**src/rtl/router_pkg.sv**
```systemverilog
// rtl/router_pkg.sv - port indices, flit layout and XY route function for router_port_arbiter
package router_pkg;

  localparam int NUM_PORTS = 5;
  localparam logic [2:0] PORT_LEFT  = 3'd0;
  localparam logic [2:0] PORT_RIGHT = 3'd1;
  localparam logic [2:0] PORT_UP    = 3'd2;
  localparam logic [2:0] PORT_DOWN  = 3'd3;
  localparam logic [2:0] PORT_CPU   = 3'd4;

  localparam int FIELD_W   = 16;
  localparam int PAYLOAD_W = 32;
  localparam int FLIT_BITS = 2*FIELD_W + PAYLOAD_W;
  localparam int DST_X_LSB = PAYLOAD_W;
  localparam int DST_Y_LSB = PAYLOAD_W + FIELD_W;

  typedef struct packed {
    logic [FIELD_W-1:0]   dst_y;
    logic [FIELD_W-1:0]   dst_x;
    logic [PAYLOAD_W-1:0] data;
  } flit_t;

  // X is resolved before Y; a flit addressed to this node ejects to the CPU.
  function automatic logic [2:0] xy_route(input logic [FLIT_BITS-1:0] f,
                                          input logic [FIELD_W-1:0] x,
                                          input logic [FIELD_W-1:0] y);
    logic [FIELD_W-1:0] dx;
    logic [FIELD_W-1:0] dy;
    dx = f[DST_X_LSB +: FIELD_W];
    dy = f[DST_Y_LSB +: FIELD_W];
    if (dx > x)      return PORT_RIGHT;
    else if (dx < x) return PORT_LEFT;
    else if (dy < y) return PORT_UP;
    else if (dy > y) return PORT_DOWN;
    else             return PORT_CPU;
  endfunction

endpackage

```
**src/rtl/router_in_fifo.sv**
```systemverilog
// rtl/router_in_fifo.sv - 2-entry input flit FIFO with push/pop and occupancy count
module router_in_fifo
  import router_pkg::*;
#(
  parameter int W = FLIT_BITS
) (
  input  logic         clk,
  input  logic         rst,
  input  logic         push,
  input  logic [W-1:0] push_data,
  input  logic         pop,
  output logic [W-1:0] head_data,
  output logic [1:0]   count
);

  logic [W-1:0] mem0_q, mem0_d;
  logic [W-1:0] mem1_q, mem1_d;
  logic [1:0]   count_q, count_d;

  // mem0 is always the head; a simultaneous pop/push shifts and refills.
  always_comb begin
    mem0_d  = mem0_q;
    mem1_d  = mem1_q;
    count_d = count_q;
    case ({push, pop})
      2'b10: begin
        if (count_q == 2'd0) mem0_d = push_data;
        else                 mem1_d = push_data;
        count_d = count_q + 2'd1;
      end
      2'b01: begin
        mem0_d  = mem1_q;
        count_d = count_q - 2'd1;
      end
      2'b11: begin
        if (count_q == 2'd1) begin
          mem0_d = push_data;
        end else begin
          mem0_d = mem1_q;
          mem1_d = push_data;
        end
      end
      default: ;
    endcase
  end

  always_ff @(posedge clk) begin
    if (rst) begin
      mem0_q  <= '0;
      mem1_q  <= '0;
      count_q <= '0;
    end else begin
      mem0_q  <= mem0_d;
      mem1_q  <= mem1_d;
      count_q <= count_d;
    end
  end

  assign head_data = mem0_q;
  assign count     = count_q;

endmodule

```
**src/rtl/router_port_arbiter.sv**
```systemverilog
// rtl/router_port_arbiter.sv - 5-port XY switch allocator with per-output round-robin; ROUTER_ARB_STATS_EN adds conflict_cnt
module router_port_arbiter
  import router_pkg::*;
#(
  parameter int COORD_W = 16,
  parameter int DATA_W  = 32
) (
  input  logic                             clk,
  input  logic                             rst,
  input  logic [COORD_W-1:0]               x,
  input  logic [COORD_W-1:0]               y,
  input  logic [4:0]                       in_valid,
  input  logic [5*(2*COORD_W+DATA_W)-1:0]  in_flit,
  output logic [4:0]                       in_ready,
  output logic [4:0]                       out_valid,
  output logic [5*(2*COORD_W+DATA_W)-1:0]  out_flit,
  input  logic [4:0]                       out_ready
`ifdef ROUTER_ARB_STATS_EN
  ,
  output logic [15:0]                      conflict_cnt
`endif
);

  localparam int FLIT_W = 2*COORD_W + DATA_W;

  logic [FLIT_W-1:0]    head_data [NUM_PORTS];
  logic [1:0]           count     [NUM_PORTS];
  logic [2:0]           req_port  [NUM_PORTS];
  logic [NUM_PORTS-1:0] head_valid, push, pop, out_free, gnt_valid;
  logic [2:0]           gnt_idx   [NUM_PORTS];

  logic [NUM_PORTS-1:0] out_valid_q, out_valid_d;
  flit_t                out_flit_q [NUM_PORTS];
  flit_t                out_flit_d [NUM_PORTS];
  logic [2:0]           rr_q [NUM_PORTS];
  logic [2:0]           rr_d [NUM_PORTS];

  for (genvar i = 0; i < NUM_PORTS; i++) begin : g_port
    router_in_fifo #(.W(FLIT_W)) u_fifo (
      .clk       (clk),
      .rst       (rst),
      .push      (push[i]),
      .push_data (in_flit[i*FLIT_W +: FLIT_W]),
      .pop       (pop[i]),
      .head_data (head_data[i]),
      .count     (count[i])
    );
    assign in_ready[i]   = !rst && (count[i] != 2'd2);
    assign push[i]       = in_valid[i] && in_ready[i];
    assign head_valid[i] = (count[i] != 2'd0);
    assign req_port[i]   = xy_route(head_data[i], x, y);
    assign out_flit[i*FLIT_W +: FLIT_W] = out_flit_q[i];
  end

  assign out_valid = out_valid_q;
  assign out_free  = ~out_valid_q | out_ready;

  // Search starts at rr_q[o] and wraps 4->0; first requesting head wins.
  always_comb begin
    logic [3:0] sum;
    logic [2:0] cand;
    sum       = '0;
    cand      = '0;
    gnt_valid = '0;
    pop       = '0;
    for (int o = 0; o < NUM_PORTS; o++) begin
      gnt_idx[o] = '0;
      if (out_free[o]) begin
        for (int k = 0; k < NUM_PORTS; k++) begin
          sum  = {1'b0, rr_q[o]} + 4'(k);
          cand = (sum >= 4'(NUM_PORTS)) ? 3'(sum - 4'(NUM_PORTS)) : sum[2:0];
          if (!gnt_valid[o] && head_valid[cand] && req_port[cand] == 3'(o)) begin
            gnt_valid[o] = 1'b1;
            gnt_idx[o]   = cand;
          end
        end
      end
    end
    for (int o = 0; o < NUM_PORTS; o++) begin
      if (gnt_valid[o]) pop[gnt_idx[o]] = 1'b1;
    end
  end

  always_comb begin
    for (int o = 0; o < NUM_PORTS; o++) begin
      out_valid_d[o] = out_valid_q[o];
      out_flit_d[o]  = out_flit_q[o];
      rr_d[o]        = rr_q[o];
      if (out_free[o]) begin
        out_valid_d[o] = gnt_valid[o];
        if (gnt_valid[o]) begin
          out_flit_d[o] = flit_t'(head_data[gnt_idx[o]]);
          rr_d[o]       = (gnt_idx[o] == PORT_CPU) ? 3'd0 : gnt_idx[o] + 3'd1;
        end
      end
    end
  end

  always_ff @(posedge clk) begin
    if (rst) begin
      out_valid_q <= '0;
      for (int o = 0; o < NUM_PORTS; o++) begin
        out_flit_q[o] <= '0;
        rr_q[o]       <= '0;
      end
    end else begin
      out_valid_q <= out_valid_d;
      out_flit_q  <= out_flit_d;
      rr_q        <= rr_d;
    end
  end

`ifdef ROUTER_ARB_STATS_EN
  logic [15:0] conflict_cnt_q, conflict_cnt_d;

  always_comb begin
    conflict_cnt_d = conflict_cnt_q;
    if (|(head_valid & ~pop) && conflict_cnt_q != 16'hFFFF)
      conflict_cnt_d = conflict_cnt_q + 16'd1;
  end

  always_ff @(posedge clk) begin
    if (rst) conflict_cnt_q <= '0;
    else     conflict_cnt_q <= conflict_cnt_d;
  end

  assign conflict_cnt = conflict_cnt_q;
`endif

endmodule

```
**config.mk**
```make
export PLATFORM = sky130hd
export DESIGN_NAME = router_port_arbiter
export DESIGN_NICKNAME = d
export VERILOG_FILES = /design/src/rtl/router_pkg.sv /design/src/rtl/router_in_fifo.sv /design/src/rtl/router_port_arbiter.sv
export SDC_FILE = /design/constraint.sdc
export NUM_CORES = 2
export LEC_CHECK = 0
export CAP_MARGIN = 20
export CORE_MARGIN = 3
export CORE_UTILIZATION = 40
export DETAILED_ROUTE_END_ITERATION = 10
export MAX_ROUTING_LAYER = met4
export PLACE_DENSITY = 0.62
export RECOVER_POWER = 100
export SLEW_MARGIN = 20
export SYNTH_ARGS = -nofsm -noshare
export SYNTH_HDL_FRONTEND = slang
export SYNTH_HIERARCHICAL = 1
export SYNTH_SLANG_ARGS = --single-unit
```
**constraint.sdc**
```tcl
create_clock -name clk -period 5.5 [get_ports clk]
set_input_delay 0.825 -clock clk [delete_from_list [all_inputs] [get_ports clk]]
set_output_delay 0.825 -clock clk [all_outputs]
set_load 0.05 [all_outputs]
```
# Yosys cells after proc, flatten, opt, wreduce, memory -nomap -nowiden
# Cells that the tools add are included.
# totals
wordCells	757
output_inout_bits	330
register_bits	990
# op_classes
n_eq_ne	65
add_sub_neg	60
reduce_logical	126
n_mux	320
bitwise	36
magnitude_cmp	110
# op_table
operator	n
two-way mux 64 bit	30
binary-select mux 64 bit (select 3 bit)	5
one-hot mux 64 bit (3 select lines)	5
one-hot mux 64 bit (2 select lines)	5
two-way mux 3 bit	130
binary-select mux 3 bit (select 3 bit)	25
> comparator 16 bit	10
less-than comparator 16 bit	10
greater-or-equal comparator 4 bit, second input constant	30
less-than comparator 3 x 4 -> 1 bit, second input constant	30
inverter 3 -> 4 bit	30
greater-or-equal comparator 4 x 3 -> 1 bit, second input constant	20
two-way mux 1 bit	80
binary-select mux 1 bit (select 3 bit)	25
subtractor 3 bit, second input constant	25
logical AND 1 bit	60
adder 3 x 2 -> 4 bit, second input constant	10
equality test 3 x 2 -> 1 bit, second input constant	10
equality test 3 bit, second input constant	10
!= test 2 bit, second input constant	15
nonzero test 2 bit	15
two-way mux 5 bit	5
bitwise OR 5 bit	5
zero test 1 bit	21
other kinds (19)	106

# Longest topological paths before layout
# depth
word_depth	48
mapped_depth	29

# Modules after synthesis
# The synthesis kept the hierarchy.
# modules_own_cells
module	instances	cells_per_inst	area_each_um2
router_port_arbiter	1	4526	35531.6
router_in_fifo	5	597	5026.1

# Least setup slack after synthesis
# No wires, ideal clock.
# synth_path
path_kind	input port to flip-flop
start	input y[13]
end	register g_port[1].u_fifo.mem0_q[43]
arrival_time_ns	5.724
path_slack_ns	-0.356
path_stages	24
setup_ns	0.132
cell_sequence	inv_1 > ha_1 > a21o_1 > a21o_1 > a2111oi_4 > and3_1 > buf_2 > nand4_1 > and2_1 > o21a_1 > nor2_1 > mux2_2 > a21o_1 > a22oi_1 > buf_2 > a21oi_1 > a221o_1 > ha_1 > nor2b_4 > or2_1 > buf_6 > buf_6 > a221oi_1 > nor3_1
# synth_between
elab_chain_len	48
elab_cells_between_ends	316
classes_between	order compare: 20; eq/ne: 24; mux: 191; bitwise: 4; reduce/logical: 77
# synth_lines
item	line_no	rtl
from (decl)	router_port_arbiter.sv:11	input logic [COORD_W-1:0] y,
> comparator 16 bit	router_pkg.sv:34	else if (dy > y) return PORT_DOWN;
two-way mux 3 bit	router_pkg.sv:34	
two-way mux 3 bit	router_pkg.sv:33	else if (dy < y) return PORT_UP;
two-way mux 3 bit	router_pkg.sv:32	else if (dx < x) return PORT_LEFT;
two-way mux 3 bit	router_pkg.sv:31	if (dx > x) return PORT_RIGHT;
binary-select mux 3 bit (select 3 bit)	router_port_arbiter.sv:72	if (!gnt_valid[o] && head_valid[cand] && req_port[cand] == 3'(o)) begin
two-way mux 3 bit (not written as such) (2 in series)	router_port_arbiter.sv:72	
zero test 3 bit	router_port_arbiter.sv:72	
(+32 left out)	--	
bitwise OR 5 bit (no source line)	--	
two-way mux 5 bit	router_port_arbiter.sv:80	if (gnt_valid[o]) pop[gnt_idx[o]] = 1'b1;
bitwise OR 5 bit (no source line)	--	
two-way mux 5 bit (*)	router_port_arbiter.sv:80	
net pop[1]	router_port_arbiter.sv:29	logic [NUM_PORTS-1:0] head_valid, push, pop, out_free, gnt_valid;
equality test 2 bit / equality test 2 x 1 -> 1 bit (equally long branches)	router_in_fifo.sv:25	case ({push, pop})
!= test 2 x 1 -> 1 bit (no source line) / nonzero test 3 bit (equally long branches)	--	
AND reduction 2 bit (no source line)	--	
to (signal assigned)	router_in_fifo.sv:53	mem0_q <= mem0_d;
to (decl)	router_in_fifo.sv:16	logic [W-1:0] mem0_q, mem0_d;
# The timed path passes the listed nets; every way through them passes the cells marked *. The select of a mux whose other input is x is not followed.
# A chain may end at the register's enable or synchronous reset.

# Final worst setup path
# layout_path
start	input x[1]
end	register g_port[0].u_fifo.mem1_q[42]
# layout_between
elab_chain_len	46
elab_cells_between_ends	306
classes_between	order compare: 20; eq/ne: 24; mux: 181; bitwise: 4; reduce/logical: 77
# layout_lines
item	line_no	rtl
from (decl)	router_port_arbiter.sv:10	input logic [COORD_W-1:0] x,
less-than comparator 16 bit	router_pkg.sv:32	
two-way mux 3 bit	router_pkg.sv:32	
two-way mux 3 bit	router_pkg.sv:31	
binary-select mux 3 bit (select 3 bit)	router_port_arbiter.sv:72	
two-way mux 3 bit (not written as such) (2 in series)	router_port_arbiter.sv:72	
zero test 3 bit	router_port_arbiter.sv:72	
logical AND 1 bit	router_port_arbiter.sv:72	
two-way mux 1 bit	router_port_arbiter.sv:72	
(+30 left out)	--	
bitwise OR 5 bit (no source line)	--	
two-way mux 5 bit	router_port_arbiter.sv:80	
bitwise OR 5 bit (no source line)	--	
two-way mux 5 bit (*)	router_port_arbiter.sv:80	
net pop[0]	router_port_arbiter.sv:29	
equality test 2 bit	router_in_fifo.sv:25	
!= test 2 bit (no source line) / nonzero test 2 bit (equally long branches)	--	
AND reduction 3 bit (no source line)	--	
to (signal assigned)	router_in_fifo.sv:54	mem1_q <= mem1_d;
to (decl)	router_in_fifo.sv:17	logic [W-1:0] mem1_q, mem1_d;
# Marked as above.

==> flow_summary.yaml <==
outcome:
  status: "complete, but fails checks"
  violations: "negative setup slack"
timing:
  fin_skew_ns: 0.105
  relSlewSlack_pct: 9.45
  final-max-slew-violation-count: 0
  worstMarginPinSlew_ns: 1.36
  final-setup-viol-count: 683
  whs_ns: 0.455
  period_needed_ns: 5.95
  hold_viol_final: 0
  min_period_over_period_pct: 108
  grt_setup_unrepaired: "yes"
  post-route-worst-setup-slack_ns: -0.448
  fmax_mhz: 168
worst_setup_path:
  r2r-start: "g_port[2].u_fifo/head_data[41]"
  r2r_end: "g_port[0].u_fifo/mem1_q[42]"
  crit_type: "primary input to flip-flop"
  cp.arrival_ns: 6.63
  slowest_delay_ns: 0.51
  r2r_cells: 28
  cpMostUsedCell: "buf_4"
  path_delay_family: "buffers and inverters"
  required_ns: 6.18
  critPathLaunchType: "primary input"
  cp_num_buf_inv: 17
  critPathCaptureType: "flip-flop"
  r2r_slack_ns: -0.40
  worstPathMaxFanout: 6
  crit_path_top_delay_cell: "a2111o_1"
synthesis:
  synth_top_family_by_area: "compound AO/OA/AOI/OAI gates"
  async_flop_share_pct: 0
  yosysMostFrequentCell: "dfxtp_1"
  synthTopCellsByArea: "dfxtp_1, mux2i_1, a21oi_1, a221oi_1, nand2_1"
  synth_flop_cell: "dfxtp_1"
  syn_area_per_cell_sq_um: 8.08
  synth_edf_count: 0
  syn-num-nets: 8122
  netlist_instances: 7511
  synth.cell_area_sq_mm: 0.0607
  synth-xor-area-share_pct: 0.633
  synth_seq_cells: 990
  synth_simple_gate_area_share_pct: 20.0
  netlist_top_cells_count: "dfxtp_1, nand2_1, nor2_1"
  yosysWarnings: 6
  yosys.area_share.adder_pct: 5.16
  synth_mux_area_share_pct: 10.7
  synth_top_area_share_pct: 32.7
  synth_cell_types: 115
  synth_compound_area_share_pct: 25.1
  yosys.area.top_type: "dfxtp_1"
  synth-seq-area-share_pct: 32.7
floorplanning:
  start_util_pct: 40.4
  fp-row-count: 142
  die-height_um: 395
  die_w_um: 395
  coreArea_sq_mm: 0.150
  io_pins: 694
  die_area_sq_mm: 0.156
detailed_routing:
  ant_nets: 0
  vias_per_cell: 6.53
  routed_wirelength_um: 399000
  dr.pass1.iters: 7
  dr.first_iter.drc_count: 10000
  vias: 75400
  post_drt_wl_per_cell_um: 34.5
  drc_errors: 0
global_route:
  globalRouteOverflowTotal: 0
  grt_pass1_wl_um: 539000
  grt_antenna_before_repair: 36
  grt_max_degree: 225
  grt_pass1_vias: 71000
  track_usage_pct: 49.1
clock_tree:
  cts_sinks: 990
  cts_buffer_depth: 3
  cts_tree: "done"
  cts-buffers-inserted: 113
  clk_pin_slew_ns: 0.06
  h-tree-depth: 3
  clk_latency_ns: 0.82
  clock-root-buffer: "clkbuf_16"
hold_path:
  hold_end: "g_port[3].u_fifo/mem1_q[63]"
  holdPathStages: 2
  hold_path_class: "flip-flop to flip-flop"
  min-delay-start: "g_port[3].u_fifo/mem1_q[63]"
cells_and_area:
  fin_util_pct: 61.5
  nets: 10000
  drive_gt1_share_pct: 28.5
  syn2layout_area_growth_pct: 52.4
job:
  drv_cap: 0
place:
  numPortBuffers: 693
  detailed_place_hpwl_um: 290000
  gp_congestion: 1.11
## logic make-up (layout without fill, tap and decap cells)
family,after synthesis,after routing
AND/OR/NAND/NOR,2676,2677
flip-flops,990,990
other,0,35
XOR/XNOR,43,43
multiplexers,614,614
buffers and inverters,780,2759
AO/OA/AOI/OAI,2161,2162
adder cells (fa/ha/maj),247,247
## worst min-delay path: stages (launching register included)
cell and delay (ns):
dfxtp_1 0.31, nand2_1 0.05, a21oi_1 0.05
## through the flow
step	setup WS [ns]	cell area, sq um	cells	setup TNS (ns)
final	-0.448	92500	11500	-130.63
after global routing	-0.517	92400	11500	-189.80
after CTS	-0.226	90200	11500	-31.12
after detailed placement	-2.34	80500	11000	-1535.06
after global placement	-2.27	80500	11000	-1524.63
after floorplan	-0.0399	61400	7511	-1.27
## cell type report
| cell class | instances | area (sq um) |
|---|---|---|
| antenna | 35 | 87.6 |
| clock buffer | 152 | 3220 |
| clock inverter | 62 | 915 |
| fill | 12800 | 57900 |
| inverter | 143 | 601 |
| multi-input combinational | 5743 | 42200 |
| sequential | 990 | 19800 |
| tap | 2016 | 2520 |
| timing repair buffer | 2402 | 23100 |
## layer usage
layer | track usage, % | wire (um) | vias to the layer above
met1 | 55.0 | 141000 | 36300
met2 | 70.9 | 166000 | 5434
met4 | 46.1 | 48600 | 0
met5 | - | 0 | -
li1 | - | - | 31800
met3 | 12.8 | 42900 | 1841
## worst max-delay path by stage
stage	start	to	slack (ns)	depth (start not counted)
floorplan	x[11]	g_port[2].u_fifo/head_data[43]	-0.04	24
global placement	x[6]	g_port[4].u_fifo/head_data[54]	-2.27	28
detailed placement	x[6]	g_port[4].u_fifo/head_data[54]	-2.34	27
CTS	x[1]	g_port[0].u_fifo/head_data[59]	-0.23	29
global route	x[1]	g_port[0].u_fifo/mem1_q[42]	-0.52	34
finish	x[1]	g_port[0].u_fifo/mem1_q[42]	-0.45	34
## timing repair
| action | CTS | global route |
|---|---|---|
| pin swaps | 232 | 121 |
| gates resized for setup | 684 | 250 |
| buffers inserted | 188 | 39 |
| gates cloned | 27 | 26 |
| endpoints found under the setup margin | 972 | 876 |
| hold buffers | 0 | 0 |
## registers in the layout (all words and copies together), names as in the netlist
name                     flops
out_flit                   320
out_valid                    5
g_port.u_fifo/count         10
rr_q                        15
g_port.u_fifo/mem1_q       320
g_port.u_fifo/head_data    320
## cells in the final DEF, fill, tap and decap left out, drive strengths merged, types with 96 or more instances in the layout
cell type / count
buf: 1688
ha: 242
dlygate4sd3: 325
nand3: 156
nor3: 444
a31oi: 111
inv: 141
a221oi: 405
mux2: 102
clkdlybuf4s50: 337
dfxtp: 990
clkbuf: 178
mux2i: 502
nor2: 795
nor2b: 96
nand2: 829
o221ai: 175
a21oi: 741
o21ai: 296
Power is not shown: default switching activity piles up to over one toggle a cycle in this logic, so the estimate is an artifact.
